### config.mk
export PLATFORM = sky130hd
export DESIGN_NAME = switch_debounce8
export DESIGN_NICKNAME = d
export VERILOG_FILES = /design/src/rtl/switch_debounce8.sv
export SDC_FILE = /design/constraint.sdc
export NUM_CORES = 1
export LEC_CHECK = 0
export ABC_AREA = 1
export CAP_MARGIN = 20
export CELL_PAD_IN_SITES_DETAIL_PLACEMENT = 1
export CELL_PAD_IN_SITES_GLOBAL_PLACEMENT = 1
export CORE_ASPECT_RATIO = 0.6
export CORE_MARGIN = 2
export CORE_UTILIZATION = 35
export CTS_CLUSTER_DIAMETER = 30
export DETAILED_ROUTE_END_ITERATION = 6
export DONT_BUFFER_PORTS = 1
export PLACE_DENSITY = 0.62
export SLEW_MARGIN = 20
export SYNTH_ARGS = -nofsm -noshare
export SYNTH_HDL_FRONTEND = slang
export SYNTH_SLANG_ARGS = --single-unit
### constraint.sdc
create_clock -name clk -period 4.9 [get_ports clk]
set_clock_uncertainty 0.05 [all_clocks]
set_input_delay 0.245 -clock clk [delete_from_list [all_inputs] [get_ports clk]]
set_output_delay 0.245 -clock clk [all_outputs]
set_load 0.02 [all_outputs]
### src/rtl/switch_debounce8.sv
// Purpose : eight-channel switch conditioner: 2-FF synchroniser, shared tick prescaler, per-bit debounce.
// Latency : clean step reaches outN after 2 + (1..PRESCALE) + (STABLE_TICKS-1)*PRESCALE cycles.
// Backpr. : none; inputs are free-running levels and outputs are registered levels plus a strobe.
//
// Ports:
//   clk        system clock, rising edge
//   rst_n      asynchronous active-low reset
//   in0..in7   raw asynchronous switch inputs
//   out0..out7 synchronised, debounced levels (reset to RESET_VAL bit i)
//   changed    one-cycle pulse in the cycle any out bit takes a new value

module switch_debounce8 #(
    parameter int unsigned PRESCALE     = 100000,
    parameter int unsigned STABLE_TICKS = 10,
    parameter logic [7:0]  RESET_VAL    = 8'h00
) (
    input  logic clk,
    input  logic rst_n,
    input  logic in0,
    input  logic in1,
    input  logic in2,
    input  logic in3,
    input  logic in4,
    input  logic in5,
    input  logic in6,
    input  logic in7,
    output logic out0,
    output logic out1,
    output logic out2,
    output logic out3,
    output logic out4,
    output logic out5,
    output logic out6,
    output logic out7,
    output logic changed
);

    // A prescaler of 1 still needs a 1-bit counter (it simply stays at 0).
    localparam int unsigned   PW   = (PRESCALE > 1) ? $clog2(PRESCALE) : 1;
    localparam int unsigned   CW   = $clog2(STABLE_TICKS + 1);
    localparam logic [PW-1:0] PMAX = PW'(PRESCALE - 1);
    localparam logic [CW-1:0] CMAX = CW'(STABLE_TICKS - 1);

    logic [7:0]    raw;
    logic [7:0]    sync1;
    logic [7:0]    sync2;
    logic [7:0]    out_q;
    logic [7:0]    flip;
    logic [PW-1:0] pcnt;
    logic          tick;
    logic [CW-1:0] cnt [8];
    logic          changed_q;

    assign raw = {in7, in6, in5, in4, in3, in2, in1, in0};

    // Synchroniser stages reset to the output reset level so a switch already
    // sitting at its reset position never looks like a pending change.
    always_ff @(posedge clk or negedge rst_n) begin
        if (!rst_n) begin
            sync1 <= RESET_VAL;
            sync2 <= RESET_VAL;
        end else begin
            sync1 <= raw;
            sync2 <= sync1;
        end
    end

    always_ff @(posedge clk or negedge rst_n) begin
        if (!rst_n) begin
            pcnt <= '0;
        end else if (pcnt == PMAX) begin
            pcnt <= '0;
        end else begin
            pcnt <= pcnt + 1'b1;
        end
    end

    assign tick = (pcnt == PMAX);

    // A bit flips on the tick where its counter has already seen
    // STABLE_TICKS-1 qualifying ticks; that tick is the final one.
    always_comb begin
        flip = '0;
        for (int i = 0; i < 8; i++) begin
            flip[i] = tick && (sync2[i] != out_q[i]) && (cnt[i] == CMAX);
        end
    end

    always_ff @(posedge clk or negedge rst_n) begin
        if (!rst_n) begin
            out_q     <= RESET_VAL;
            changed_q <= 1'b0;
            for (int i = 0; i < 8; i++) begin
                cnt[i] <= '0;
            end
        end else begin
            out_q     <= out_q ^ flip;
            changed_q <= |flip;
            for (int i = 0; i < 8; i++) begin
                // Agreement on any cycle (tick or not) restarts the bit.
                if ((sync2[i] == out_q[i]) || flip[i]) begin
                    cnt[i] <= '0;
                end else if (tick) begin
                    cnt[i] <= cnt[i] + 1'b1;
                end
            end
        end
    end

    assign out0    = out_q[0];
    assign out1    = out_q[1];
    assign out2    = out_q[2];
    assign out3    = out_q[3];
    assign out4    = out_q[4];
    assign out5    = out_q[5];
    assign out6    = out_q[6];
    assign out7    = out_q[7];
    assign changed = changed_q;

endmodule

==> metrics.txt, run 1 <==
Pins Over Slew Limit 0; clk slew on worst S/H paths 0.06 ns; Worst slew margin 0.664; pre-CTS setup slack ~2.7 ns; Setup crit end kind register; #FFs+latches synth 74; asr flop ratio synth 1.00; Max Cap Viol 0; Post-synth top flop dfrtp_1; clock network power share 0.521; Post-DP HPWL about 6600 um; clock sinks 74; GR Util All Layers 0.174; initial drt markers 140; Int Power between 0.001 and 0.0015 W; largest net degree at the start of global routing 75; Final TNS setup 0 ns; Rows 29; R2R Setup Slk around 2.7 ns; initial antenna violation count 0; P per Cell Area ~310 nW/um2; # Post-CTS Setup Buffers 0; footprint of the multi-input gates 1700 um2; CTS hold repair buffers 10; Yosys cell types 27; WHS between 0.2 and 0.3 ns; sw frac 0.208; Num CTS Buffers 9; routed wl met2 between 3000 and 4000 um; DRT antenna net count 0; worst-skew pair later-pin latency about 0.34 ns; Slew @ Worst Pin ~0.5 ns; VDD IR max about 0.00017 V; kind of critical path register to register; Die Span X approximately 140 um; final period utilization 0.450; H-tree levels 3; die area around 12000 um2; Core ar. ~11000 um2; Crit path top cell by count nand2_1; Worst Hold Class register to register; Synth Warn # 0; P&R area growth vs syn 14.4%; core utilization of the finished layout 0.414; outcome completed; Comb pwr share 0.027; layout cell share with drive strength beyond 1 0.0967; EDFF count, synth 0; P_leak ~2.3 nW; Psw around 0.00029 W; CTS Buffer Depth 2; Avg Cell Area, Syn a little under 9 um2; Top Metal Used met4; critical path, cell by cell ha_1, nand2_2, nor2_8, nand3_2, nor2_2, nand2_1, inv_2, nand4_1, nand2_1; antenna diode count 0; Congestion Overflow GR 0; number of filler cells placed in the layout roughly 1300; Synth Instances around 430; Storage cell area 1850 um2; crit path DAT 2.43 ns; slowest CP cell inv_2; first-pass GRT wire length around 16000 um; DR vias about 2900; DR WL/cell about 16 um; DRT Pass-1 Iters 4; final hold vios 0; Crit path largest cell delay around 0.47 ns; met1 wire length about 5000 um; net count after synthesis approximately 460; I/O pins 19; fmax 453 MHz; Root Buffer clkbuf_16; CTS tree yes; startpoint types register; IO Port Bufs 0; DR WL met3 312 um; CP Max Fanout 23; Mapped Area just under 4000 um2; post-layout minimum cycle time 2.21 ns; Chip Height roughly 85 um; final routed DRC violation total 0; Initial Util 0.362; Final WS setup about 2.7 ns; part of the power in registers 0.452; commonest cells after routing, fill and taps aside 95 x nand2_1, 74 x dfrtp_1, 56 x inv_1; Nets about 480; WL final between 9000 and 10000 um; CP required ~5.1 ns; RSZ-0062 raised after global routing no; Placer Congestion 0.817; final setup fails 0; most common cell after layout, fill and taps aside nand2_1; PostCTS Resize Cnt 0; Seq/Total Area, Yosys 0.479; vias in the first global route ~3000; vias per cell slightly below 5
-- cell families after synthesis --
kind of cell,after synthesis,share of synthesized area
XOR/XNOR,40,0.0926
AND/OR/NAND/NOR,216,0.275
adder cells (fa/ha/maj),17,0.0551
AO/OA/AOI/OAI,14,0.0185
flip-flops,74,0.479
buffers and inverters,73,0.0800
-- synthesized netlist by cell type, drive strengths merged, types with 2 or more instances --
cell type,number,area [um2]
a21oi,2,10.0
and3,3,18.8
buf,5,53.8
dfrtp,74,1850
ha,17,213
inv,68,255
nand2,97,369
nand3,22,140
nand3b,8,60.1
nand4,31,194
nor2,44,223
nor3,10,50.1
o21ai,11,55.1
xnor2,17,156
xor2,23,201
-- sequential cells by signal (all words and copies together) (netlist names) --
register  count
cnt          32
pcnt         17
out_q         8
sync1         8
sync2         8
changed       1
-- cell type report --
cell class | instances | area share
Clock buffer | 11 | 0.0549
Multi-Input combinational cell | 287 | 0.385
Timing Repair Buffer | 10 | 0.0266
Inverter | 68 | 0.0577
Sequential cell | 74 | 0.419
Tap cell | 139 | 0.0393
Clock inverter | 5 | 0.0175
-- through the flow --
stage	area (um2)	std cells	power (W)
after floorplan	3860	434	0.000643
after global placement	3980	568	0.000648
after detailed placement	3980	568	0.000648
after CTS	4420	594	0.00140
after global routing	4420	594	0.00143
final	4420	594	0.00137
-- worst paths after layout --
path,from,cells past startpoint,to
min in group asynchronous,rst_n,2,cnt[18]$_DFFE_PN0P_
max in group asynchronous,rst_n,2,pcnt[16]$_DFF_PN0_
hold / removal,sync1[2]$_DFF_PN0_,0,sync2[2]$_DFF_PN0_
setup reg to reg,pcnt[0]$_DFF_PN0_,9,cnt[14]$_DFFE_PN0P_
hold reg to reg,sync1[2]$_DFF_PN0_,0,sync2[2]$_DFF_PN0_
setup / recovery,pcnt[0]$_DFF_PN0_,9,cnt[14]$_DFFE_PN0P_
-- metal layers --
layer | GRT usage | vias up
met5 | 0 | -
met4 | 0.0427 | 0
met3 | 0.0435 | 8
met2 | 0.250 | 32
met1 | 0.262 | 1422
li1 | - | 1414
-- critical path, delay by kind of cell, from the launching register on --
kind | cells | cell delay, ns
flops | 1 | 0.37
buf+inv | 1 | 0.47
simple gates | 7 | 1.05
fa+ha+maj | 1 | 0.19
-- power by group through the flow --
stage               clock network (W)  registers (W)  logic [W]
finish                       0.000716       0.000620  0.0000371
global route                 0.000764       0.000620  0.0000422
CTS                          0.000736       0.000620  0.0000383
detailed placement                  0       0.000632  0.0000167
global placement                    0       0.000631  0.0000168
floorplan                           0       0.000631  0.0000126
Note: power is estimated with default switching activity, not from simulation.
==> run 2, diff against run 1 <==
Settings changed: PLACE_DENSITY 0.62 to 0.64.
Clock period 4.9 ns to 2.01 ns, I/O delays scaled along.
==> run 2 against run 1 <==
Worst hold slack got worse by 0.036 ns. Via count fell by 1.0%. Combinational power is 140% higher. Largest power group unchanged. Fmax grew 21%. Die area unchanged. Largest cell class unchanged. Clock-buffer cell count is 2 lower.
==> metrics.txt, run 2 (same netlist as run 1, synthesis figures left out) <==
crit path DAT 2.05 ns (-0.38 ns); Top Registers cnt: 32 flops, pcnt: 17 flops; Worst R2R End changed$_DFF_PN0_; final routed DRC violation total 0 (unchanged); RR Startpoint pcnt[13]$_DFF_PN0_; fmax 548 MHz (+21%); Max Cap Viol 0 (unchanged); Core ar. 10700 um2 (unchanged); Setup crit end kind register; IO Port Bufs 0 (unchanged); critical path, cell by cell inv_2, nand2_1, nor2_2, nand3_4, nor2_8, o21ai_0, nand2_1, inv_1, nand2_1; Worst Hold Class input pin to asynchronous set/reset pin; footprint of the multi-input gates 1700 um2 (unchanged); final setup fails 0 (unchanged); Nets 486 (+1.9%); number of flip-flops in the largest register 32 (unchanged); slowest CP cell dfrtp_1; CTS tree yes; Placer Congestion 0.807 (-1.3%); Root Buffer clkbuf_16; Layout Cells excl Fill 603 (+1.5%); Pins Over Slew Limit 0 (unchanged); Top reg by flops cnt; WHS 0.263 ns (-0.0363 ns); DRT antenna net count 0 (unchanged); Final TNS setup 0 ns (unchanged); CP Max Fanout 19 (-17%); die area 11900 um2 (unchanged); RSZ-0062 raised after global routing no; R2R Setup Slk 0.19 ns (-2.51 ns); clk slew on worst S/H paths 0.06 ns (about the same); most common cell after layout, fill and taps aside nand2_1; Storage cell area 1850 um2 (unchanged); DR vias 2846 (-1.0%); Rows 29 (unchanged); Crit path top cell by count nand2_1; P&R area growth vs syn 17.4%; # Post-CTS Setup Buffers 0 (unchanged); startpoint types register; P_leak 2.40 nW (+2.8%); PostCTS Resize Cnt 0 (unchanged); Slew @ Worst Pin 0.474 ns (-0.0251 ns); Congestion Overflow GR 0 (unchanged); post-layout minimum cycle time 1.82 ns (-0.383 ns); clock sinks 74 (unchanged); Num CTS Buffers 9 (unchanged); kind of critical path register to register; Die Span X 140 um (unchanged); worst-skew pair later-pin latency 0.34 ns (about the same); Chip Height 85.4 um (unchanged); layout cell share with drive strength beyond 1 0.116 (+0.0197); Initial Util 0.362 (unchanged); R2R depth 9 (unchanged); first-pass GRT wire length 15600 um (-3.3%); largest net degree at the start of global routing 75 (unchanged); antenna diode count 0 (unchanged); CP required 2.24 ns (-2.88 ns); CTS Buffer Depth 2 (unchanged); final period utilization 0.908 (+0.457); Crit path largest cell delay 0.44 ns (-0.03 ns); number of filler cells placed in the layout 1247 (-1.5%); final hold vios 0 (unchanged); outcome completed; vias in the first global route 3032 (-0.46%); core utilization of the finished layout 0.425 (+0.0107); I/O pins 19 (unchanged); commonest cells after routing, fill and taps aside 95 x nand2_1, 74 x dfrtp_1, 56 x inv_1; DR WL/cell 15.3 um (-3.0%); WL final 9200 um (-1.6%); DRT Pass-1 Iters 4 (unchanged); initial antenna violation count 0 (unchanged); P per Cell Area 788 nW/um2 (+150%); H-tree levels 3 (unchanged); GR Util All Layers 0.167 (-0.00693); Worst slew margin 0.681 (+0.0174); initial drt markers 110 (-21%); VDD IR max 0.000435 V (+160%); vias per cell 4.72 (-2.5%); PnR Total Power 0.00357 W (+160%); Post-DP HPWL 6700 um (+1.9%); Inst Count DP 577 (+1.6%)
run 2: cell types whose count changed in the layout (fill, tap and decap cells not counted), sizes merged:
cell    before  now
buf          1   10
bufinv       2    4
clkbuf      11    9
run 2: worst max-delay path by stage:
| stage | from | to | slack (ns) | cells past startpoint |
|---|---|---|---|---|
| 6_report | pcnt[13]$_DFF_PN0_ | changed$_DFF_PN0_ | 0.19 | 9 |
| 5_1_grt | pcnt[13]$_DFF_PN0_ | changed$_DFF_PN0_ | 0.02 | 9 |
| 4_1_cts | pcnt[13]$_DFF_PN0_ | changed$_DFF_PN0_ | 0.17 | 9 |
| 3_5_place_dp | pcnt[13]$_DFF_PN0_ | changed$_DFF_PN0_ | 0.17 | 9 |
| 3_3_place_gp | pcnt[13]$_DFF_PN0_ | changed$_DFF_PN0_ | 0.19 | 9 |
| 2_1_floorplan | pcnt[0]$_DFF_PN0_ | out_q[4]$_DFF_PN0_ | 0.46 | 8 |
run 2: worst max-delay path: cells and delay by family (launching register included):
| family | cells | cell delay, ns |
|---|---|---|
| DFF | 1 | 0.44 |
| AOI/OAI and AO/OA | 1 | 0.21 |
| buffers and inverters | 2 | 0.15 |
| and+or+nand+nor | 6 | 0.92 |
run 2: timing repair:
action | 4_1_cts | 5_1_grt
hold buffers | 10 | 0
endpoints found under the setup margin | 0 | 0
hold endpoints to repair | 82 | 0
run 2: area by class of cell:
class,instances,share of cell area
Clock buffer,9,0.0497
Clock inverter,7,0.0312
Inverter,68,0.0563
Multi-Input combinational cell,287,0.375
Sequential cell,74,0.408
Tap cell,139,0.0383
Timing Repair Buffer,19,0.0408
run 2: where the power goes:
group	internal (W)	leakage (nW)	switching, W
logic	0.0000279	1.24	0.0000606
clock network	0.00134	0.176	0.000635
registers	0.00151	0.983	0.00000567
run 2: metal layers:
layer,GRT usage,vias to the layer above,routed length [um]
met5,0,-,0
met4,0.0545,0,110
met3,0.0457,8,269
met2,0.239,24,3770
met1,0.244,1393,5040
li1,-,1421,-
run 2: through the flow:
step | area [um2] | setup slack [ns]
after floorplan | 3860 | 0.459
after global placement | 4050 | 0.189
after detailed placement | 4050 | 0.173
after CTS | 4540 | 0.170
after global routing | 4540 | 0.0229
final | 4540 | 0.186
==> run 3, diff against run 2 <==
Settings changed: PLACE_DENSITY 0.64 to unset, PLACE_DENSITY_LB_ADDON set to 0.05.
==> run 3 against run 2 <==
Sequential power about the same. Sequential share of layout area is 0.34 points higher. Largest power group unchanged. Critical endpoint is now cnt[14]$_DFFE_PN0P_. Via count increased by 1.2%. First-iteration DRC count is 5.5% lower. Power down 8.4%. Flip-flop and latch count unchanged. Critical path depth is 2 higher. Cell count down 0.17%. Final area down 0.83%. Utilization decreased by 0.35 points.
==> metrics.txt, run 3 (same netlist as run 1, synthesis figures left out) <==
Layout Cells excl Fill 602 (-0.17%); commonest cells after routing, fill and taps aside 94 x nand2_1, 74 x dfrtp_1, 56 x inv_1; Crit path largest cell delay 0.37 ns (-0.07 ns); P_leak 2.38 nW (-0.97%); Top reg by flops cnt; R2R Setup Slk 0.20 ns (about the same); CP Max Fanout 8 (-11); Pins Over Slew Limit 0 (unchanged); Final TNS setup 0 ns (unchanged); VDD IR max 0.000373 V (-14%); CP required 2.18 ns (-0.06 ns); DRT Pass-1 Iters 4 (unchanged); Worst slew margin 0.685 (+0.00375); Setup crit end kind register; Top Registers cnt: 32 flops, pcnt: 17 flops; Initial Util 0.362 (unchanged); Final WS setup 0.197 ns (+0.0115 ns); I/O pins 19 (unchanged); fmax 552 MHz (+0.64%); Nets 486 (unchanged); Core ar. 10700 um2 (unchanged); DR vias 2879 (+1.2%); slowest CP cell dfrtp_1; critical path, cell by cell ha_1, nand2_2, nor2_8, nand3_2, nor2_2, nand2_2, buf_4, nand2_1, inv_1, nand2_1, nand2_1; Die Span X 140 um (unchanged); initial antenna violation count 0 (unchanged); DR WL/cell 15.2 um (-0.56%); crit path DAT 1.98 ns (-0.07 ns); Rows 29 (unchanged); Crit path top cell by count nand2_1; kind of critical path register to register; largest net degree at the start of global routing 75 (unchanged); vias in the first global route 2906 (-4.2%); first-pass GRT wire length 15500 um (-0.18%); startpoint types register; clk slew on worst S/H paths 0.06 ns (about the same); number of flip-flops in the largest register 32 (unchanged); P&R area growth vs syn 16.4%; Congestion Overflow GR 0 (unchanged); clock sinks 74 (unchanged); Post-DP HPWL 6550 um (-2.3%); PnR Total Power 0.00327 W (-8.4%); post-layout minimum cycle time 1.81 ns (-0.0115 ns); die area 11900 um2 (unchanged); Worst R2R End cnt[14]$_DFFE_PN0P_; Inst Count DP 575 (-0.35%); final setup fails 0 (unchanged); Num CTS Buffers 9 (unchanged); initial drt markers 104 (-5.5%); outcome completed; most common cell after layout, fill and taps aside nand2_1; final routed DRC violation total 0 (unchanged); DRT antenna net count 0 (unchanged); final period utilization 0.902 (-0.00574); Root Buffer clkbuf_16; P per Cell Area 728 nW/um2 (-7.6%); WL final 9130 um (-0.73%); Placer Congestion 0.845 (+4.7%); pre-CTS setup slack 0.140 ns (-0.0333 ns); RR Startpoint pcnt[0]$_DFF_PN0_; Chip Height 85.4 um (unchanged); GR Util All Layers 0.167 (-0.000367); RSZ-0062 raised after global routing no; IO Port Bufs 0 (unchanged); Max Cap Viol 0 (unchanged); antenna diode count 0 (unchanged); CTS Buffer Depth 2 (unchanged); Worst Hold Class input pin to asynchronous set/reset pin; final hold vios 0 (unchanged); vias per cell 4.78 (+1.3%); H-tree levels 3 (unchanged); Slew @ Worst Pin 0.469 ns (-0.00558 ns); layout cell share with drive strength beyond 1 0.110 (-0.00623); CTS tree yes; R2R depth 11 (+2); worst-skew pair later-pin latency 0.33 ns (about the same)
[run 3: cell count changes in the layout (fill, tap and decap cells not counted), sizes merged]
cell      previous run  this run
bufinv               4         2
clkbuf               9        12
clkinv               2         1
clkinvlp             1         0
[run 3: worst max-delay path, delay by kind of cell (launching register included)]
family        cells  cell delay (ns)
flops             1             0.37
simple gates      8             0.82
buf+inv           2             0.28
fa+ha+maj         1             0.19
[run 3: worst max path at each step]
stage,from,endpoint,slack (ns),cells past startpoint
2_1_floorplan,pcnt[0]$_DFF_PN0_,out_q[4]$_DFF_PN0_,0.46,8
3_3_place_gp,pcnt[8]$_DFF_PN0_,cnt[14]$_DFFE_PN0P_,0.16,7
3_5_place_dp,pcnt[0]$_DFF_PN0_,changed$_DFF_PN0_,0.14,9
4_1_cts,pcnt[0]$_DFF_PN0_,cnt[14]$_DFFE_PN0P_,0.13,11
5_1_grt,pcnt[0]$_DFF_PN0_,cnt[17]$_DFFE_PN0P_,0.03,11
6_report,pcnt[0]$_DFF_PN0_,cnt[14]$_DFFE_PN0P_,0.20,11
[run 3: final cells by class]
class	instances	area, um2
multi-input combinational	287	1710
sequential	74	1850
clock inverter	3	65.1
clock buffer	12	236
fill	1263	6170
timing repair buffer	19	210
tap	139	174
inverter	68	255
[run 3: timing repair]
item                                    4_1_cts  5_1_grt
hold endpoints to repair                     82        0
setup buffers                                 0        2
endpoints found under the setup margin        0       18
resized for setup                             0        1
hold buffers                                 10        0
[run 3: metal layers]
layer | GRT usage | part of all wire
met1 | 0.265 | 0.57
met2 | 0.221 | 0.39
met3 | 0.0401 | 0.033
met4 | 0.0445 | 0.0066
met5 | 0 | 0
[run 3: power breakdown]
group | switching, W | internal (W) | total [W] | leakage, nW
clock network | 0.000591 | 0.00108 | 0.00167 | 0.147
logic | 0.0000625 | 0.0000279 | 0.0000904 | 1.25
registers | 0.00000564 | 0.00151 | 0.00151 | 0.983
total | 0.000659 | 0.00261 | 0.00327 | 2.38
[run 3: stage by stage]
stage          instance area, um2  utilization  hold WS, ns
6_report                     4500        0.422        0.257
5_1_grt                      4500        0.422        0.261
3_5_place_dp                 4050        0.380       -0.242
4_1_cts                      4470        0.419        0.252
2_1_floorplan                3860            -       -0.245
3_3_place_gp                 4050        0.380       -0.242
